**src/rtl/stopwatch_bcd_if.sv**
```systemverilog
// Signal bundle between the stopwatch core and its board-side driver:
// slow clock, debounced buttons in; BCD digits and status out.
interface stopwatch_bcd_if;
    logic       slow_clk;
    logic       start_stop;
    logic       clear;
    logic       lap;
    logic [3:0] tenths;
    logic [3:0] sec_ones;
    logic [3:0] sec_tens;
    logic [3:0] min_ones;
    logic [3:0] min_tens;
    logic       running;
    logic       wrap;

    modport master (
        output slow_clk, start_stop, clear, lap,
        input  tenths, sec_ones, sec_tens, min_ones, min_tens, running, wrap
    );

    modport slave (
        input  slow_clk, start_stop, clear, lap,
        output tenths, sec_ones, sec_tens, min_ones, min_tens, running, wrap
    );
endinterface

```
**src/rtl/stopwatch_bcd.sv**
```systemverilog
// MM:SS.t BCD stopwatch advanced by rising edges of a synchronised slow clock.
// Optional lap-hold display enabled by defining STOPWATCH_LAP_EN.
module stopwatch_bcd #(
    parameter int SYNC_STAGES = 2,
    parameter int MAX_MIN     = 59
) (
    input logic            clk_in,
    input logic            rst_s_p,
    stopwatch_bcd_if.slave bus
);
    localparam logic [1:0] IDLE  = 2'b00;
    localparam logic [1:0] RUN   = 2'b01;
    localparam logic [1:0] PAUSE = 2'b10;
    localparam logic [7:0] MAX_BCD = {4'(MAX_MIN / 10), 4'(MAX_MIN % 10)};

    logic [SYNC_STAGES-1:0] sync_r;
    logic                   hist_r;
    logic                   ss_prev_r;
    logic                   armed_r;
    logic [1:0]             state_r;
    logic                   running_r;
    logic                   wrap_r;
    logic [19:0]            live_r;
    logic [19:0]            disp_r;

    logic                   tick_s;
    logic                   ss_edge_s;
    logic                   count_en_s;
    logic [1:0]             state_nxt_s;
    logic [19:0]            live_nxt_s;
    logic [19:0]            disp_nxt_s;
    logic                   wrap_nxt_s;

    // armed_r masks the first cycle after reset so a button already held is not a press
    assign tick_s     = sync_r[SYNC_STAGES-1] & ~hist_r;
    assign ss_edge_s  = bus.start_stop & ~ss_prev_r & armed_r;
    assign count_en_s = (state_r == RUN) & tick_s;

    // Input synchronisers and edge-detect history
    always_ff @(posedge clk_in) begin
        if (rst_s_p) begin
            sync_r    <= '0;
            hist_r    <= 1'b0;
            ss_prev_r <= 1'b0;
            armed_r   <= 1'b0;
        end else begin
            sync_r    <= {sync_r[SYNC_STAGES-2:0], bus.slow_clk};
            hist_r    <= sync_r[SYNC_STAGES-1];
            ss_prev_r <= bus.start_stop;
            armed_r   <= 1'b1;
        end
    end

    // Run/pause state transitions on start_stop presses
    always_comb begin
        state_nxt_s = state_r;
        case (state_r)
            IDLE:    if (ss_edge_s) state_nxt_s = RUN;   else state_nxt_s = IDLE;
            RUN:     if (ss_edge_s) state_nxt_s = PAUSE; else state_nxt_s = RUN;
            PAUSE:   if (ss_edge_s) state_nxt_s = RUN;   else state_nxt_s = PAUSE;
            default: state_nxt_s = IDLE;
        endcase
    end

    // BCD cascade; >= comparisons pull any corrupted digit back to zero
    always_comb begin
        live_nxt_s = live_r;
        wrap_nxt_s = 1'b0;
        if (count_en_s) begin
            if (live_r[3:0] >= 4'd9) begin
                live_nxt_s[3:0] = 4'd0;
                if (live_r[7:4] >= 4'd9) begin
                    live_nxt_s[7:4] = 4'd0;
                    if (live_r[11:8] >= 4'd5) begin
                        live_nxt_s[11:8] = 4'd0;
                        if (live_r[19:12] == MAX_BCD) begin
                            live_nxt_s[19:12] = 8'd0;
                            wrap_nxt_s        = 1'b1;
                        end else if (live_r[15:12] >= 4'd9) begin
                            live_nxt_s[15:12] = 4'd0;
                            live_nxt_s[19:16] = (live_r[19:16] >= 4'd9) ? 4'd0 : live_r[19:16] + 4'd1;
                        end else begin
                            live_nxt_s[15:12] = live_r[15:12] + 4'd1;
                        end
                    end else begin
                        live_nxt_s[11:8] = live_r[11:8] + 4'd1;
                    end
                end else begin
                    live_nxt_s[7:4] = live_r[7:4] + 4'd1;
                end
            end else begin
                live_nxt_s[3:0] = live_r[3:0] + 4'd1;
            end
        end else begin
            wrap_nxt_s = 1'b0;
        end
    end

`ifdef STOPWATCH_LAP_EN
    logic        lap_prev_r;
    logic        hold_r;
    logic [19:0] held_r;
    logic        lap_edge_s;
    logic        hold_nxt_s;
    logic [19:0] held_nxt_s;

    assign lap_edge_s = bus.lap & ~lap_prev_r & armed_r;

    // Lap hold: a pause press releases the hold ahead of a coincident lap press
    always_comb begin
        hold_nxt_s = hold_r;
        held_nxt_s = held_r;
        if ((state_r == RUN) && ss_edge_s) begin
            hold_nxt_s = 1'b0;
        end else if ((state_r == RUN) && lap_edge_s) begin
            hold_nxt_s = ~hold_r;
            held_nxt_s = live_r;
        end else begin
            hold_nxt_s = hold_r;
        end
        disp_nxt_s = hold_nxt_s ? held_nxt_s : live_nxt_s;
    end

    // Lap edge history and hold registers
    always_ff @(posedge clk_in) begin
        if (rst_s_p) begin
            lap_prev_r <= 1'b0;
            hold_r     <= 1'b0;
            held_r     <= 20'd0;
        end else if (bus.clear) begin
            lap_prev_r <= bus.lap;
            hold_r     <= 1'b0;
            held_r     <= 20'd0;
        end else begin
            lap_prev_r <= bus.lap;
            hold_r     <= hold_nxt_s;
            held_r     <= held_nxt_s;
        end
    end
`else
    logic lap_unused_s;
    assign lap_unused_s = bus.lap;
    assign disp_nxt_s   = live_nxt_s;
`endif

    // State, live counter and displayed digits; clear overrides any press
    always_ff @(posedge clk_in) begin
        if (rst_s_p) begin
            state_r   <= IDLE;
            running_r <= 1'b0;
            wrap_r    <= 1'b0;
            live_r    <= 20'd0;
            disp_r    <= 20'd0;
        end else if (bus.clear) begin
            state_r   <= IDLE;
            running_r <= 1'b0;
            wrap_r    <= 1'b0;
            live_r    <= 20'd0;
            disp_r    <= 20'd0;
        end else begin
            state_r   <= state_nxt_s;
            running_r <= (state_nxt_s == RUN);
            wrap_r    <= wrap_nxt_s;
            live_r    <= live_nxt_s;
            disp_r    <= disp_nxt_s;
        end
    end

    assign bus.tenths   = disp_r[3:0];
    assign bus.sec_ones = disp_r[7:4];
    assign bus.sec_tens = disp_r[11:8];
    assign bus.min_ones = disp_r[15:12];
    assign bus.min_tens = disp_r[19:16];
    assign bus.running  = running_r;
    assign bus.wrap     = wrap_r;
endmodule

```
**src/flat_wrapper.sv**
```systemverilog
// flat-port wrapper written by rule: the top's interface ports become plain ports
module stopwatch_bcd_flat 
#(
    parameter int SYNC_STAGES = 2,
    parameter int MAX_MIN     = 59
)
  (clk_in, rst_s_p, bus_slow_clk, bus_start_stop, bus_clear, bus_lap, bus_tenths, bus_sec_ones, bus_sec_tens, bus_min_ones, bus_min_tens, bus_running, bus_wrap);
  stopwatch_bcd_if bus_i ();
  input logic clk_in;
  input logic rst_s_p;
  input wire logic [$bits(bus_i.slow_clk)-1:0] bus_slow_clk;
  input wire logic [$bits(bus_i.start_stop)-1:0] bus_start_stop;
  input wire logic [$bits(bus_i.clear)-1:0] bus_clear;
  input wire logic [$bits(bus_i.lap)-1:0] bus_lap;
  output wire logic [$bits(bus_i.tenths)-1:0] bus_tenths;
  output wire logic [$bits(bus_i.sec_ones)-1:0] bus_sec_ones;
  output wire logic [$bits(bus_i.sec_tens)-1:0] bus_sec_tens;
  output wire logic [$bits(bus_i.min_ones)-1:0] bus_min_ones;
  output wire logic [$bits(bus_i.min_tens)-1:0] bus_min_tens;
  output wire logic [$bits(bus_i.running)-1:0] bus_running;
  output wire logic [$bits(bus_i.wrap)-1:0] bus_wrap;
  assign bus_i.slow_clk = bus_slow_clk;
  assign bus_i.start_stop = bus_start_stop;
  assign bus_i.clear = bus_clear;
  assign bus_i.lap = bus_lap;
  assign bus_tenths = bus_i.tenths;
  assign bus_sec_ones = bus_i.sec_ones;
  assign bus_sec_tens = bus_i.sec_tens;
  assign bus_min_ones = bus_i.min_ones;
  assign bus_min_tens = bus_i.min_tens;
  assign bus_running = bus_i.running;
  assign bus_wrap = bus_i.wrap;
  stopwatch_bcd #(.SYNC_STAGES(SYNC_STAGES), .MAX_MIN(MAX_MIN)) u_core (.clk_in(clk_in), .rst_s_p(rst_s_p), .bus(bus_i));
endmodule
```
**config.mk**
```make
export PLATFORM = sky130hd
export DESIGN_NAME = stopwatch_bcd_flat
export DESIGN_NICKNAME = d
export VERILOG_FILES = /design/src/rtl/stopwatch_bcd_if.sv /design/src/rtl/stopwatch_bcd.sv /design/src/flat_wrapper.sv
export SDC_FILE = /design/constraint.sdc
export NUM_CORES = 1
export LEC_CHECK = 0
export BUFFER_PORTS_ARGS = -buffer_cell sky130_fd_sc_hd__buf_2
export CORE_ASPECT_RATIO = 1.2
export CORE_MARGIN = 2
export CORE_UTILIZATION = 54
export CTS_CLUSTER_DIAMETER = 80
export DETAILED_ROUTE_END_ITERATION = 12
export PLACE_DENSITY = 0.77
export SLEW_MARGIN = 5
export SYNTH_ARGS = -nofsm -noshare
export SYNTH_HDL_FRONTEND = slang
export SYNTH_SLANG_ARGS = --single-unit
```
**constraint.sdc**
```tcl
create_clock -name clk_in -period 1.9 [get_ports clk_in]
set_input_delay 0.095 -clock clk_in [delete_from_list [all_inputs] [get_ports clk_in]]
set_output_delay 0.095 -clock clk_in [all_outputs]
set_load 0.05 [all_outputs]
```
==> reports/qor.yml <==
cp_max_fo: 8
grt_max_degree: 21
reg2reg_setup_slack_ps: 160
final_util_pct: 68.9
drv_cap: 0
fin_worst_skew_ps: 5.08
fin_crit_ps: 1740
die_height_um: 61.2
route.detailed.drc: 0
cp-start-kind: "register"
critPathTopFamily: "compound AO/OA/AOI/OAI gates"
synth_fp_nets: 189
first_pass_iters: 4
ys_ff_latch: 29
grt_usage_pct: 22.9
dieArea_sq_um: 3160
max_slew_margin_pct: 71.5
final_cell_mix: "buf_2, dfxtp_1, nor2_1, a21oi_1, nand2_1"
combPwrFrac_pct: 3.1
crit_path_cell_trace: "inv_1, ha_1, nand2b_1, o211ai_4, nor3_4, o21ai_2, a32o_1"
cts_made_buffers: 5
dpl_cell_area_sq_um: 1660
placed_cells: 227
clk_pin_slew_ps: 90
tritoncts: "built"
grt_remaining_overflow: 0
slowest_stage: "dfxtp_2"
netSwitchingFraction_pct: 22.1
clkLatencyLatePin_ps: 330
finalSetupViolCount: 0
cellPowerDensity_nw_per_um2: 614
layout.cells.most_common: "buf_2"
final_antenna_net_count: 0
crit_arrival_ps: 1970
drive_gt1_share_pct: 23.9
htree_num_levels: 2
syn_area_sq_um: 1470
max_stage_delay_ps: 390
layoutNonFillerInstCount: 238
avgSynthCellArea_sq_um: 8.77
initialDrtViolationCount: 41
num_rows: 20
fmaxAchievable_mhz: 575
wl_um: 3080
outcome: "completed"
cts-root-buf: "clkbuf_4"
crit_type: "register to register"
worst_pin_slew_ps: 427
intPower_w: 0.000841
final_hold_viol_count: 0
antennaDiodeCount: 0
synthCells: 168
core_area_sq_um: 2550
syn_to_final_growth_pct: 19.4
ys.warnings.count: 0
viasPerCell: 5.47
gp_congestion: 0.724
fill_cells: 233
fin_nets: 225
finalMaxSlewViolations: 0
die_w_um: 51.7
tns_ps: 0
rsz0062_at_grt: "false"
vdd_drop_max_uv: 555
antenna_found_initial: 0
vias: 1303
seq_area_frac_synth_pct: 39.4
fin_crit_sh_pct: 91.5
finish.instance_area_sq_um: 1760
endpoint_kind: "register"
hpwlAfterDp_um: 2310
synth.distinct_cells: 36
cts_sinks: 29
num_io_pins: 28
grt_pass1_vias: 1279
path_buf_inv: 1
multi_input_comb_area_sq_um: 825
power_frac_clock_pct: 39.9
p_seq_share_pct: 57.0
cp.required_ps: 2130
power.switching_w: 0.000238
min_path_type: "primary input to register"
initial_core_util_pct: 57.7
drt-wirelength-per-cell_um: 12.9
cts_max_path_buffers: 2
power.leakage_nw: 0.796
grt_pass1_wl_um: 5290
layout.area.seq_sq_um: 587
portBuffers: 26
## tightest hold or removal path, stage by stage
cell     delay, ps
buf_2           90
nor2_1          80
nand2_1         80
o22ai_1         70
## Yosys cell counts, drive strengths merged
cell type | count | share of area (%)
dfxtp | 29 | 39
a21oi | 19 | 6.5
nor2 | 18 | 4.6
nand2 | 16 | 4.1
ha | 15 | 13
inv | 14 | 3.6
nand3 | 10 | 3.4
nor2b | 5 | 2.1
nor3 | 4 | 2.1
o21ai | 4 | 1.6
a41oi | 2 | 1.2
and3 | 2 | 0.85
clkbuf | 2 | 0.51
nand2b | 2 | 0.85
nand4 | 2 | 0.85
nand4b | 2 | 1.2
nor4b | 2 | 1.2
o22ai | 2 | 0.85
o31a | 2 | 1.2
o31ai | 2 | 1.4
or3 | 2 | 0.85
a21o | 1 | 0.51
a32o | 1 | 0.68
and4bb | 1 | 0.85
buf | 1 | 0.76
nand3b | 1 | 0.51
nor3b | 1 | 0.51
nor4 | 1 | 1.4
o211a | 1 | 0.68
o211ai | 1 | 1.4
or2 | 1 | 0.43
xnor2 | 1 | 0.59
xor2 | 1 | 0.59
## flip-flops by register name (all words and copies together) (netlist names)
name and cells:
u_core.armed_r 1, u_core.bus.running 1, u_core.bus.wrap 1, u_core.hist_r 1, u_core.live_r 20, u_core.ss_prev_r 1, u_core.state_r 2, u_core.sync_r 2
## cell families after synthesis
logic type | Yosys count | share of synthesized area, %
AOI/OAI and AO/OA | 35 | 16.0
xor gates and xnor gates | 2 | 1.19
adders and majority gates | 15 | 12.7
buffers and inverters | 17 | 4.84
DFF | 29 | 39.4
and+or+nand+nor | 70 | 25.8
## cell type report
| class | instances | share of cell area (%) |
|---|---|---|
| clock buffer | 7 | 3.70 |
| clock inverter | 1 | 0.285 |
| inverter | 14 | 2.99 |
| multi-input combinational | 122 | 46.9 |
| sequential | 29 | 33.4 |
| tap | 33 | 2.35 |
| timing repair buffer | 32 | 10.4 |
## timing repair
action | in CTS | in global routing
hold buffers | 3 | 0
resized for setup | 0 | 0
buffers inserted | 0 | 0
hold endpoints to repair | 5 | 0
## final timing paths
kind | from | endpoint | depth (start not counted)
max | u_core.live_r[0] | u_core.live_r[14] | 7
min | bus_clear | u_core.live_r[19] | 4
max reg2reg | u_core.live_r[0] | u_core.live_r[14] | 7
min reg2reg | u_core.sync_r[0] | u_core.sync_r[1] | 1
## metrics by stage
step                      total power (W)  setup WS [ps]  hold WS [ps]
after floorplan                  0.000648          0.202           152
after global placement           0.000657            238           309
after detailed placement         0.000658            162           313
after CTS                         0.00110            145           123
after global routing              0.00113           40.0           145
final                             0.00108            162           133
## routing by layer
| metal | track usage (%) | wire length [um] | vias up |
|---|---|---|---|
| met5 | 0 | 0 | - |
| met4 | 9.77 | 50 | 0 |
| met3 | 7.52 | 131 | 5 |
| met2 | 42.3 | 1630 | 24 |
| met1 | 23.8 | 1270 | 616 |
| li1 | - | - | 658 |
## power groups by stage
| stage | registers [W] | logic [W] | clock network [W] |
|---|---|---|---|
| after global placement | 0.000629 | 0.0000276 | 0 |
| after floorplan | 0.000632 | 0.0000163 | 0 |
| after detailed placement | 0.000630 | 0.0000287 | 0 |
| after CTS | 0.000616 | 0.0000334 | 0.000446 |
| after global routing | 0.000616 | 0.0000373 | 0.000472 |
| final | 0.000615 | 0.0000333 | 0.000430 |
Power figures use the tool's default switching activity.
